`src/rtl/cell_config_loader.sv`:
```
`default_nettype none
// ---------------------------------------------------------------------------
// cell_config_loader: streams per-cell CLB control words into a shadow bank and
// commits the whole bank to the cell select outputs in one edge.  Rev 1.0
// ---------------------------------------------------------------------------
module cell_config_loader #(
  parameter int NUM_CELLS = 4,
  parameter int CFG_W     = 7
) (
  input  logic                   clk,
  input  logic                   rst_n,
  input  logic                   start,
  input  logic                   abort,
  input  logic                   cfg_valid,
  output logic                   cfg_ready,
  input  logic [CFG_W-1:0]       cfg_word,
  output logic [NUM_CELLS-1:0]   cell_byPass,
  output logic [2*NUM_CELLS-1:0] cell_sel0,
  output logic [2*NUM_CELLS-1:0] cell_sel1,
  output logic [2*NUM_CELLS-1:0] cell_selOp,
  output logic                   busy,
  output logic                   done
);

  localparam int IDX_W = (NUM_CELLS > 1) ? $clog2(NUM_CELLS) : 1;
  localparam logic [IDX_W-1:0] LAST_IDX = IDX_W'(NUM_CELLS - 1);

  typedef enum logic [1:0] {
    S_IDLE   = 2'd0,
    S_LOAD   = 2'd1,
    S_COMMIT = 2'd2
  } state_t;

  state_t                             state_q;
  logic [IDX_W-1:0]                   idx_q;
  logic [NUM_CELLS-1:0][CFG_W-1:0]    shadow_q;
  logic [NUM_CELLS-1:0]               bypass_q;
  logic [2*NUM_CELLS-1:0]             sel0_q;
  logic [2*NUM_CELLS-1:0]             sel1_q;
  logic [2*NUM_CELLS-1:0]             selop_q;
  logic                               done_q;
  logic                               xfer;

  // Ready is a pure state decode so upstream never sees a valid->ready loop.
  assign cfg_ready   = (state_q == S_LOAD);
  assign busy        = (state_q != S_IDLE);
  assign xfer        = cfg_valid & cfg_ready;
  assign done        = done_q;
  assign cell_byPass = bypass_q;
  assign cell_sel0   = sel0_q;
  assign cell_sel1   = sel1_q;
  assign cell_selOp  = selop_q;

  always_ff @(posedge clk or negedge rst_n) begin
    if (!rst_n) begin
      state_q  <= S_IDLE;
      idx_q    <= '0;
      shadow_q <= '0;
      bypass_q <= '0;
      sel0_q   <= '0;
      sel1_q   <= '0;
      selop_q  <= '0;
      done_q   <= 1'b0;
    end else begin
      done_q <= 1'b0;
      case (state_q)
        S_IDLE: begin
          if (start) begin
            state_q <= S_LOAD;
            idx_q   <= '0;
          end
        end
        S_LOAD: begin
          // Abort wins over a same-cycle transfer; that word is dropped.
          if (abort) begin
            state_q <= S_IDLE;
            idx_q   <= '0;
          end else if (xfer) begin
            shadow_q[idx_q] <= cfg_word;
            if (idx_q == LAST_IDX) begin
              idx_q   <= '0;
              state_q <= S_COMMIT;
            end else begin
              idx_q <= idx_q + IDX_W'(1);
            end
          end
        end
        S_COMMIT: begin
          for (int k = 0; k < NUM_CELLS; k++) begin
            bypass_q[k]       <= shadow_q[k][6];
            sel0_q[2*k +: 2]  <= shadow_q[k][5:4];
            sel1_q[2*k +: 2]  <= shadow_q[k][3:2];
            selop_q[2*k +: 2] <= shadow_q[k][1:0];
          end
          done_q  <= 1'b1;
          state_q <= S_IDLE;
        end
        default: begin
          state_q <= S_IDLE;
          idx_q   <= '0;
        end
      endcase
    end
  end

endmodule
`default_nettype wire

```
`config.mk`:
```
export PLATFORM = sky130hd
export DESIGN_NAME = cell_config_loader
export DESIGN_NICKNAME = d
export VERILOG_FILES = /design/src/rtl/cell_config_loader.sv
export SDC_FILE = /design/constraint.sdc
export NUM_CORES = 1
export LEC_CHECK = 0
export BUFFER_PORTS_ARGS = -buffer_cell sky130_fd_sc_hd__buf_2
export CAP_MARGIN = 5
export CORE_ASPECT_RATIO = 0.8
export CORE_UTILIZATION = 40
export CTS_BUF_LIST = sky130_fd_sc_hd__clkbuf_8
export CTS_CLUSTER_DIAMETER = 30
export DETAILED_ROUTE_END_ITERATION = 8
export SLEW_MARGIN = 20
export SYNTH_ARGS = -nofsm -noshare
export SYNTH_HDL_FRONTEND = slang
export SYNTH_SLANG_ARGS = --single-unit
```
`constraint.sdc`:
```
create_clock -name clk -period 1.5 [get_ports clk]
set_input_delay 0.3 -clock clk [delete_from_list [all_inputs] [get_ports clk]]
set_output_delay 0.3 -clock clk [all_outputs]
set_load 0.01 [all_outputs]
```
[Yosys cells after proc, flatten, opt, wreduce, memory -nomap -nowiden]
Cells that the tools add are included.
Word-level totals
  flip-flop bits (word level): 61
  input bits: 12
  output and inout bits: 31
  word-level logic and storage cells: 43
Operators by class
  add/subtract/negate cells: 1
  magnitude comparators: 2
  equal/unequal tests: 6
  multiplexer cells: 14
  bitwise gates (word level): 3
  reductions and logical operators: 6
Operators with widths (number)
  bitwise mux 28 bit: 1
  2-to-1 mux 2 bit: 8
  demux 7 bit (select 2 bit): 1
  AND reduction 3 bit: 3
  2-to-1 mux 7 bit: 1
  != test 3 x 2 -> 1 bit (second input constant): 2
  case mux 2 bit (3 select lines): 1
  equality test 2 bit (second input constant): 2
  case mux 2 bit (2 select lines): 1
  < comparator 2 x 3 -> 1 bit (second input constant): 1
  adder 2 x 1 -> 2 bit (second input constant): 1
  equality test 2 x 1 -> 1 bit (second input constant): 1
  >= comparator 2 x 1 -> 1 bit (second input constant): 1
  zero test 2 bit: 1
  != test 2 bit (second input constant): 1
  inverter 1 bit: 2
  nonzero test 2 bit: 1
  bitwise AND 1 bit: 1
  logical AND 1 bit: 1
  2-to-1 mux 1 bit: 1

[Depth between registers and ports, before layout]
  depth after elaboration: 5
  depth in mapped cells: 4
  gate-level depth less buffers: 4

[Worst setup path after synthesis]
Ideal clock, no wire load.
  path type: register to register
  start: register state_q[0]
  end: register sel0_q[0], in the netlist cell_sel0[0]
  library setup time: 125 ps
  arrival time: 1220 ps
  required time: 1375 ps
  slack: 156 ps
  stages on the path, launching flop included: 5
  path buffers: 2
  period minus slack after synthesis: 1344 ps
  cell sequence: dfrtp_1 > nor2b_1 > buf_4 > buf_4 > mux2_2
Between the ends
  word-level cells in the longest chain between the ends: 1
RTL lines
  from (decl): line 34  | state_t state_q;
  from (signal assigned): line 56  | state_q <= S_IDLE;
  from (signal assigned): line 69  | state_q <= S_LOAD;
  from (signal assigned): line 76  | state_q <= S_IDLE;
  equality test 2 bit: line 66  | case (state_q)
  to (signal, indexed assignment): line 91  | sel0_q[2*k +: 2] <= shadow_q[k][5:4];
  to (decl): line 38  | logic [2*NUM_CELLS-1:0] sel0_q;
No other way between the ends.
A chain may end at the register's enable or synchronous reset.

[Worst setup path after layout]
  start: register state_q[1]
  end: output port busy
Between the ends
  word-level cells in the longest chain between the ends: 1
RTL lines
  nonzero test 2 bit: line 46  | assign busy = (state_q != S_IDLE);
  to (decl): line 21  | output logic busy,
No other way between the ends.

==> impl_metrics.ini <==
[placement]
gp_congestion = 0.737
hpwl_mm = 2.82
io_buffers = 42
placed_cell_area_sq_um = 2730

[sta]
report.final.slew_viol_count = 0
worst_pin_slew_ns = 0.325
skew_ns = 0.00616
fmax_ghz = 0.674
holdWs_ns = 0.214
min_period_over_period_pct = 98.9
rsz0062_at_grt = true
finalHoldViolations = 0
period_minus_slack_ns = 1.48
relSlewSlack_pct = 78.4
finalSetupViolations = 0
finalSetupTns_ns = 0

[worst_setup_path]
critPathRequiredTime_ns = 1.20
crit_type = reg -> out
critPathMaxFanout = 5
cp-end-kind = output pin
rr_worst_depth = 4
worstReg2RegStart = state_q[0]
rr_endpoint = shadow_q[1]
cp-start-kind = register
rrSetupSlack_ns = 0.04
arrival_ns = 1.18

[synthesis]
netlist_instances = 145
async_flop_share_pct = 100
synth-seq-cells = 61
ys_top_cells_by_area = dfrtp_1, mux2_1, mux2_2
synth-xor-area-share_pct = 0
synth_top_family_by_area = multiplexers
synth-simple-area-share_pct = 4.10
synth_compound_area_share_pct = 1.16
yosysSeqAreaShare_pct = 64.1
synth.most_common_cell = dfrtp_1
synth_top_cell_area_share_pct = 64.1
synth_edf_count = 0
ys_dominant_reg_cell = dfrtp_1
synth_common_cells = dfrtp_1, mux2_1, mux2_2
avgSynthCellArea_sq_um = 16.4
syn_area_sq_um = 2380
yosysUniqueCellTypes = 17
synthMuxAreaShare_pct = 26.9
synth_fp_nets = 161
synthAdderAreaFrac_pct = 2.10
ys.warnings.count = 0
synth_top_cell_by_area = dfrtp_1

[clocking]
cts.sinks = 61
clock_path_buffers = 2
htree_levels = 3
clock_latency_ns = 0.34
clk_pin_slew_ns = 0.07
numCtsBuffers = 9
ctsRootBufferMaster = clkbuf_8
cts_tree = yes

[route]
drtIter0Drc = 30
post_drt_wl_per_cell_um = 15.4
postRouteWirelength_mm = 4.36
dr_total_vias = 1372
drc_errors = 0
avgViaCountPerCell = 4.83
drt_first_pass_iters = 2
ant_nets = 0

[layout]
syn_to_final_growth_pct = 27.5
nets = 217
drive_gt1_share_pct = 48.1
final_cell_area_sq_um = 3040
antenna_cells = 0

[global_routing]
grt_overflow = 0
antenna_found_initial = 0
grt_pass1_wl_mm = 7.44
grt_usage_pct = 16.7
grt_max_degree = 62
first_global_vias = 1486

[worst_hold_path]
hold_path.class = in -> reg
holdPathStages = 2
hold_path_startpoint = cfg_word[3]
holdPathEnd = shadow_q[17]

[die]
die_area_sq_um = 6270
die_w_um = 88.3
initial_utilization_pct = 42.6
pin_count = 43
rows = 24
core_area_sq_um = 5590
die_height_um = 71.0

[job]
drv_cap = 0

[pwr]
peakVddDrop_mv = 0.660
leakage_uw = 0.00161
power.total_uw = 4110
power_density_nw_per_um2 = 1350

[status]
outcome = finished, final reports clean
==> placed cells by master (no fill, tap or decap) <==
master          n
nor2b_1         1
nand2_4         2
buf_2          41
buf_12          3
mux2_2         28
mux2i_1         1
buf_4           2
dfrtp_1        60
nand2_8         2
mux2_1         28
ha_1            4
bufinv_16       3
and4bb_1        1
a22o_1          2
inv_1           3
or3_1           1
clkinvlp_4      2
nor3b_1         1
nor2_1          2
nor2b_2         1
clkbuf_8       10
or2_4           1
buf_6           2
dlygate4sd3_1   1
a21oi_1         2
dfrtp_2         1
clkinv_2        1
==> stage by stage <==
step / worst slack, ns / util [%] / cells
3_5_place_dp: 0.00945 / 48.9 / 265
4_1_cts: -0.0123 / 53.9 / 283
5_1_grt: -0.0451 / 54.3 / 284
3_3_place_gp: 0.0608 / 48.9 / 265
2_1_floorplan: 0.156 / - / 145
6_report: 0.0170 / 54.3 / 284
==> per-layer routing <==
metal / up-vias / GRT usage (%) / part of all wire, %
met5: - / 0 / 0
met4: 0 / 5.38 / 0.94
met3: 5 / 9.22 / 5.6
met2: 33 / 24.4 / 46
met1: 711 / 21.2 / 47
li1: 623 / - / -
==> how the worst max path moves through the flow <==
stage	endpoint	start
global route	busy	state_q[1]
CTS	busy	state_q[1]
global placement	shadow_q[27]	abort
finish	busy	state_q[1]
detailed placement	shadow_q[12]	state_q[0]
floorplan	cell_sel0[0]	state_q[0]
==> cells by family after synthesis <==
family,count (synthesis)
buf+inv,7
flops,61
simple gates,12
mux,57
compound gates,4
fa+ha+maj,4
==> what timing repair did <==
action	CTS	global route
endpoints found under the setup margin	1	16
gates cloned	0	0
pin swaps	1	0
hold buffers	1	0
setup buffers	1	1
endpoints found under the hold margin	61	0
resized for setup	4	2
==> power by group <==
group          internal, uW  switching (uW)
clock                  1150             644
combinational           184             155
sequential             1860             119
total                  3190             918
==> cell type report <==
cell class | count | area (sq um)
sequential | 61 | 1530
multi-input combinational | 77 | 838
tap | 78 | 97.6
fill | 489 | 2550
inverter | 3 | 11.3
clock inverter | 6 | 110
clock buffer | 10 | 138
timing repair buffer | 49 | 313
==> state kept, by name, summed over array words and instances, names as in the netlist <==
name / count
cell_sel1: 8
cell_selOp: 8
state_q: 2
shadow_q: 28
cell_byPass: 4
done: 1
cell_sel0: 8
idx_q: 2
==> critical path: stages (launching register included) <==
cell	delay (ns)
dfrtp_1	0.38
buf_6	0.13
or2_4	0.22
buf_6	0.12
(Power assumes the default switching activity.)
